`config.mk`:
```
export PLATFORM = sky130hd
export DESIGN_NAME = wasm_core
export DESIGN_NICKNAME = d
export VERILOG_FILES = /design/src/rtl/wasm_core.sv
export SDC_FILE = /design/constraint.sdc
export NUM_CORES = 2
export LEC_CHECK = 0
export CAP_MARGIN = 40
export CORE_MARGIN = 2
export CORE_UTILIZATION = 60
export DETAILED_ROUTE_END_ITERATION = 10
export DONT_BUFFER_PORTS = 1
export MAX_ROUTING_LAYER = met4
export PLACE_DENSITY = 0.79
export SYNTH_ARGS = -nofsm -noshare
export SYNTH_HDL_FRONTEND = slang
export SYNTH_SLANG_ARGS = --single-unit
```
`constraint.sdc`:
```
create_clock -name clk -period 10.9 [get_ports clk]
set_input_delay 1.635 -clock clk [delete_from_list [all_inputs] [get_ports clk]]
set_output_delay 1.635 -clock clk [all_outputs]
set_load 0.005 [all_outputs]
```
`src/rtl/wasm_core.sv`:
```
// wasm_core: a tiny WebAssembly-subset interpreter core.
//
// Every instruction takes two cycles. FETCH presents pc on mem_addr. The
// synchronous code ROM answers one cycle later. EXEC then decodes byte 0 of
// the 16-byte window and updates pc, the operand stack, result and trap, all
// in that one cycle. HALT (after end) and TRAP are terminal until reset.
//
// ROM timing: mem_data and mem_error are sampled only in EXEC. They belong to
// the mem_addr that was driven during the preceding FETCH cycle. The core has
// no valid/ready handshake, because the ROM always answers in exactly one
// cycle.
//
// Ports:
//   clk           sole clock, rising edge
//   reset         synchronous, active-low
//   result        top of operand stack (0 when empty), registered
//   result_empty  1 when the operand stack is empty, registered
//   trap          0 none, 1 unreachable, 2 underflow, 3 overflow,
//                 4 fetch out of bounds, 5 bad opcode, 6 overlong LEB128
//   mem_addr      byte address of the fetch window (= pc)
//   mem_extra     extra bytes requested beyond the first (constant 15)
//   mem_data      fetch window, byte k at bits [127-8k:120-8k]
//   mem_error     requested window lies outside the ROM
module wasm_core #(
  parameter int MEM_DEPTH   = 4,
  parameter int STACK_DEPTH = 16
) (
  input  logic               clk,
  input  logic               reset,
  output logic [63:0]        result,
  output logic               result_empty,
  output logic [3:0]         trap,
  output logic [MEM_DEPTH:0] mem_addr,
  output logic [3:0]         mem_extra,
  input  logic [127:0]       mem_data,
  input  logic               mem_error
);

  localparam int AW  = MEM_DEPTH + 1;
  localparam int SPW = $clog2(STACK_DEPTH + 1);
  localparam int IW  = (STACK_DEPTH > 1) ? $clog2(STACK_DEPTH) : 1;

  localparam logic [1:0] S_FETCH = 2'd0;
  localparam logic [1:0] S_EXEC  = 2'd1;
  localparam logic [1:0] S_HALT  = 2'd2;
  localparam logic [1:0] S_TRAP  = 2'd3;

  localparam logic [3:0] T_UNREACH = 4'd1;
  localparam logic [3:0] T_UNDER   = 4'd2;
  localparam logic [3:0] T_OVER    = 4'd3;
  localparam logic [3:0] T_BOUNDS  = 4'd4;
  localparam logic [3:0] T_OPCODE  = 4'd5;
  localparam logic [3:0] T_LEB     = 4'd6;

  // state is kept as a plain named register so checkers can bind to it.
  logic [1:0]     state;
  logic [AW-1:0]  pc;
  logic [SPW-1:0] sp;
  logic [63:0]    stack_mem [STACK_DEPTH];

  logic [1:0]     nxt_state;
  logic [AW-1:0]  nxt_pc;
  logic [SPW-1:0] nxt_sp;
  logic [3:0]     nxt_trap;
  logic [63:0]    nxt_result;
  logic           wr_en;
  logic [IW-1:0]  wr_idx;
  logic [63:0]    wr_val;

  assign mem_addr  = pc;
  assign mem_extra = 4'd15;

  // Bytes 11..15 of the window are never needed, because the longest
  // instruction is 11 bytes.
  logic unused_window;
  assign unused_window = ^mem_data[39:0];

  logic [7:0] opcode;
  assign opcode = mem_data[127:120];

  // Stack operands. An index is only meaningful when sp is deep enough, and
  // every use below is guarded by a depth check.
  logic [IW-1:0] top_idx, sec_idx, push_idx;
  logic [63:0]   top_val, sec_val;
  assign top_idx  = IW'(sp - SPW'(1));
  assign sec_idx  = IW'(sp - SPW'(2));
  assign push_idx = IW'(sp);
  assign top_val  = stack_mem[top_idx];
  assign sec_val  = stack_mem[sec_idx];

  // Signed LEB128 over window bytes 1..10. leb_raw packs the 7-bit groups.
  // leb_len is the position of the first byte with bit 7 clear. The value is
  // sign-extended from the top bit of the last group that was consumed.
  logic [69:0] leb_raw;
  logic [3:0]  leb_len;
  logic        leb_done;
  logic [63:0] leb_val;

  always_comb begin
    leb_raw  = '0;
    leb_len  = '0;
    leb_done = 1'b0;
    leb_val  = '0;
    for (int k = 0; k < 10; k++) begin
      leb_raw[7*k +: 7] = mem_data[118-8*k -: 7];
      if (!leb_done) begin
        leb_len = 4'(k + 1);
        if (!mem_data[119-8*k]) leb_done = 1'b1;
      end
    end
    for (int b = 0; b < 64; b++) begin
      leb_val[b] = (b < 7 * int'(leb_len)) ? leb_raw[b] : leb_raw[7 * int'(leb_len) - 1];
    end
  end

  always_comb begin
    nxt_state  = state;
    nxt_pc     = pc;
    nxt_sp     = sp;
    nxt_trap   = trap;
    nxt_result = result;
    wr_en      = 1'b0;
    wr_idx     = push_idx;
    wr_val     = '0;
    case (state)
      S_FETCH: nxt_state = S_EXEC;
      S_EXEC: begin
        nxt_state = S_FETCH;
        if (mem_error) begin
          nxt_state = S_TRAP;
          nxt_trap  = T_BOUNDS;
        end else begin
          case (opcode)
            8'h00: begin nxt_state = S_TRAP; nxt_trap = T_UNREACH; end
            8'h01: nxt_pc = pc + AW'(1);
            8'h0B: nxt_state = S_HALT;
            8'h1A: begin
              if (sp == '0) begin
                nxt_state = S_TRAP; nxt_trap = T_UNDER;
              end else begin
                nxt_sp     = sp - SPW'(1);
                nxt_result = (sp >= SPW'(2)) ? sec_val : 64'd0;
                nxt_pc     = pc + AW'(1);
              end
            end
            8'h41, 8'h42: begin
              if (!leb_done || (opcode == 8'h41 && leb_len > 4'd5)) begin
                nxt_state = S_TRAP; nxt_trap = T_LEB;
              end else if (sp == SPW'(STACK_DEPTH)) begin
                nxt_state = S_TRAP; nxt_trap = T_OVER;
              end else begin
                wr_en      = 1'b1;
                wr_val     = (opcode == 8'h41) ? {32'd0, leb_val[31:0]} : leb_val;
                nxt_result = wr_val;
                nxt_sp     = sp + SPW'(1);
                nxt_pc     = pc + AW'(leb_len) + AW'(1);
              end
            end
            8'h6A, 8'h6B, 8'h7C, 8'h7D: begin
              if (sp < SPW'(2)) begin
                nxt_state = S_TRAP; nxt_trap = T_UNDER;
              end else begin
                case (opcode)
                  8'h6A:   wr_val = {32'd0, sec_val[31:0] + top_val[31:0]};
                  8'h6B:   wr_val = {32'd0, sec_val[31:0] - top_val[31:0]};
                  8'h7C:   wr_val = sec_val + top_val;
                  default: wr_val = sec_val - top_val;
                endcase
                // Result replaces the second-from-top entry.
                wr_en      = 1'b1;
                wr_idx     = sec_idx;
                nxt_result = wr_val;
                nxt_sp     = sp - SPW'(1);
                nxt_pc     = pc + AW'(1);
              end
            end
            default: begin nxt_state = S_TRAP; nxt_trap = T_OPCODE; end
          endcase
        end
      end
      default: ;  // HALT and TRAP hold until reset
    endcase
  end

  always_ff @(posedge clk) begin
    if (!reset) begin
      state        <= S_FETCH;
      pc           <= '0;
      sp           <= '0;
      result       <= '0;
      result_empty <= 1'b1;
      trap         <= '0;
    end else begin
      state        <= nxt_state;
      pc           <= nxt_pc;
      sp           <= nxt_sp;
      result       <= nxt_result;
      result_empty <= (nxt_sp == '0);
      trap         <= nxt_trap;
    end
  end

  // Stack storage needs no reset. sp alone defines which entries are live.
  always_ff @(posedge clk) begin
    if (reset && wr_en) stack_mem[wr_idx] <= wr_val;
  end

endmodule

```
==> out/metrics.cfg <==
[status]
status=completed

[synth]
netlist_top_cells_area=edfxtp_1, mux4_2, ha_1
synth-seq-area-share_pct=52.2
yosysTopAreaCell=edfxtp_1
postSynthCellCount=4161
ys_async_sr_fraction_pct=0
synth_top_area_share_pct=49.7
yosysUniqueCellTypes=90
ys.flop_type=edfxtp_1
synth_area_um2=61900
synth_edf_count=1024
synth-seq-cells=1104
yosysWarnings=0
syn_area_per_cell_um2=14.9

[cts]
cts_tree=built
clockBufferDepth=3
cts_setup_buffers=0
cts_resized=0
cts_buffers=107
cts_sinks=1104
clk_pin_slew_ps=60
clock-root-buffer=clkbuf_16
clk_latency_ps=750
hold_buffers=0
htreeDepth=3

[setup_path]
required_ps=11370
r2r_start=sp[0]
crit_path_max_fanout=107
rr_worst_depth=20
arrival_ps=9290
crit_type=flip-flop to flip-flop
r2r_setup_slack_ps=2070
cpMostUsedCell=or4_1
cp-end-kind=flip-flop
critPathSlowestCell=or4_1
critical-path-max-stage-delay_ps=780
endpoint=stack_mem[12][60]
r2r-end=stack_mem[12][60]
crit_start=sp[0]
startpoint_type=flip-flop
worstPathCellList=buf_12 -> buf_12 -> buf_4 -> mux4_2 -> mux4_2 -> nor3_4 -> nand3b_2 -> or4_1 -> or4_1 -> o21ai_1 -> xnor2_1 -> ha_1 -> nand4_1 -> or4_1 -> o21ai_0 -> nor2_1 -> o31ai_1 -> xnor2_1 -> o22ai_1 -> buf_4

[timing]
fmax_mhz=113
final.setup_skew_ps=55.0
hold_viol=0
rsz0062_at_grt=false
period_share_pct=81.0
fin_ws_ps=2070
setup_viol_count_final=0
worst_hold_slack_ps=472
maxSlewViolCount=0
finalSetupTns_ps=0
max_slew_margin_pct=31.2
fin_crit_ps=8830
worst_pin_slew_ps=1030

[global_routing]
grt_pass1_wl_mm=299
grt-ovfl-total=0
grt_max_degree=139
grt_pass1_vias=42479
grt_use_total_pct=40.5
grt_antenna_before_repair=7

[floorplan]
die_w_um=325
die_area_um2=106000
die_h_um=325
rows=117
coreArea_um2=102000
start_util_pct=60.7
io_pins=209

[routing]
ant_nets=0
first_iter_violations=7487
drt_wl_total_mm=212
routed_via_density=7.84
post-route-drc-count=0
routed-via-count=44204
firstDrtPassIters=9
wire_per_inst_um=37.6

[final_layout]
area_growth_pct=9.66
final_common_cell=edfxtp_1
finalInstanceArea_um2=67900
final_cell_mix=edfxtp_1, mux4_2, nand2_1
fillers=6796
drive_gt1_share_pct=25.1
fin_nets=4443

[place]
dp_slack_ps=2140
port_buffers=0
hpwl_mm=133
place_area_um2=64300
gp_congestion=1.03

[min_path]
hold_path_startpoint=trap[2]
hold_path.class=flip-flop to flip-flop

[pwr]
pwr-share-clk_pct=41.5
power_density_nw_per_um2=137
switching_power_mw=2.33
p_leak_nw=23.1
p_seq_share_pct=49.2
sw_frac_of_total_pct=25.1
intPower_mw=6.95
ir_worst_vdd_mv=0.169
comb_power_share_pct=9.4

[run]
cap_violations=0

-- cell families (layout without fill, tap and decap cells) --
logic type               count (synthesis)  after routing  share of synthesized area, %
buffers and inverters                  338            441                          2.48
other                                    2              7                        0.0121
XOR/XNOR                               193            193                          2.74
AO/OA/AOI/OAI                          825            825                          8.81
adder cells (fa/ha/maj)                137            137                          2.85
flip-flops                            1104           1104                          52.2
multiplexers                           753            753                          24.7
AND/OR/NAND/NOR                        809            809                          6.14
-- Yosys cell counts (28+ instances only) --
master    number
nor2_1       225
o211a_1       35
nor3_1        40
inv_1         53
nand4_1       34
o211ai_1      30
nand3_1       65
edfxtp_1    1024
xor2_1        81
o22ai_1       67
dfxtp_1       80
xnor2_1      111
ha_1         130
a21o_1        49
mux2i_1      117
o221ai_1      32
o21ai_0      150
a21oi_1      227
nand2_1      274
buf_2         55
mux4_2       619
a31oi_1       36
nor2b_1       28
clkbuf_1     166
-- power groups by stage --
stage	clock network (mW)	logic (mW)	registers, mW
2_1_floorplan	0	0.569	4.65
3_3_place_gp	0	0.823	4.65
3_5_place_dp	0	0.829	4.65
4_1_cts	3.84	0.834	4.56
5_1_grt	3.99	0.911	4.56
6_report	3.84	0.871	4.56
-- how the worst min path moves through the flow --
stage	end	slack, ps	cells past startpoint
after global routing	trap[2]	500	2
after detailed placement	trap[2]	460	2
after CTS	trap[2]	470	2
after global placement	trap[2]	460	2
final	trap[2]	470	2
after floorplan	trap[2]	440	2
-- sequential cells by signal, summed over array words and instances (netlist names) --
| signal | flops |
|---|---|
| state | 2 |
| trap | 3 |
| sp | 5 |
| stack_mem | 1024 |
| result_empty | 1 |
| result | 64 |
| mem_addr | 5 |
-- worst max-delay path: cells and delay by family (launching register included) --
family                     cells  cell delay (ps)
xor gates and xnor gates       2              310
and+or+nand+nor                7             2590
AOI/OAI and AO/OA              4             1450
DFF                            1              360
adders and majority gates      1              380
buffers and inverters          4             1870
muxes                          2             1230
-- routing by layer --
layer | GRT usage, % | up-vias | share of wire, % | wire (um)
met3 | 12.9 | 815 | 16 | 33900
met5 | - | - | 0 | 0
met1 | 52.3 | 22045 | 34 | 71500
li1 | - | 17109 | - | -
met4 | 18.4 | 0 | 5.4 | 11400
met2 | 58.8 | 4235 | 45 | 95300
-- metrics by stage --
stage / total power, mW / cells / utilization [%]
final: 9.27 / 5637 / 66.6
after global routing: 9.46 / 5637 / 66.6
after CTS: 9.23 / 5632 / 66.5
after detailed placement: 5.48 / 5431 / 63.0
after global placement: 5.47 / 5403 / 62.6
after floorplan: 5.22 / 4164 / -
-- area by class of cell --
class | count | area (um^2) | share of cell area [%]
Clock inverter | 74 | 788 | 1.16
Antenna cell | 2 | 5.00 | 0.00737
Clock buffer | 127 | 2780 | 4.10
Tap cell | 1368 | 1710 | 2.52
Inverter | 56 | 210 | 0.310
Timing Repair Buffer | 184 | 1740 | 2.56
Sequential cell | 1104 | 32400 | 47.6
Multi-Input combinational cell | 2722 | 28300 | 41.7
Note: power is estimated with default switching activity, not from simulation.
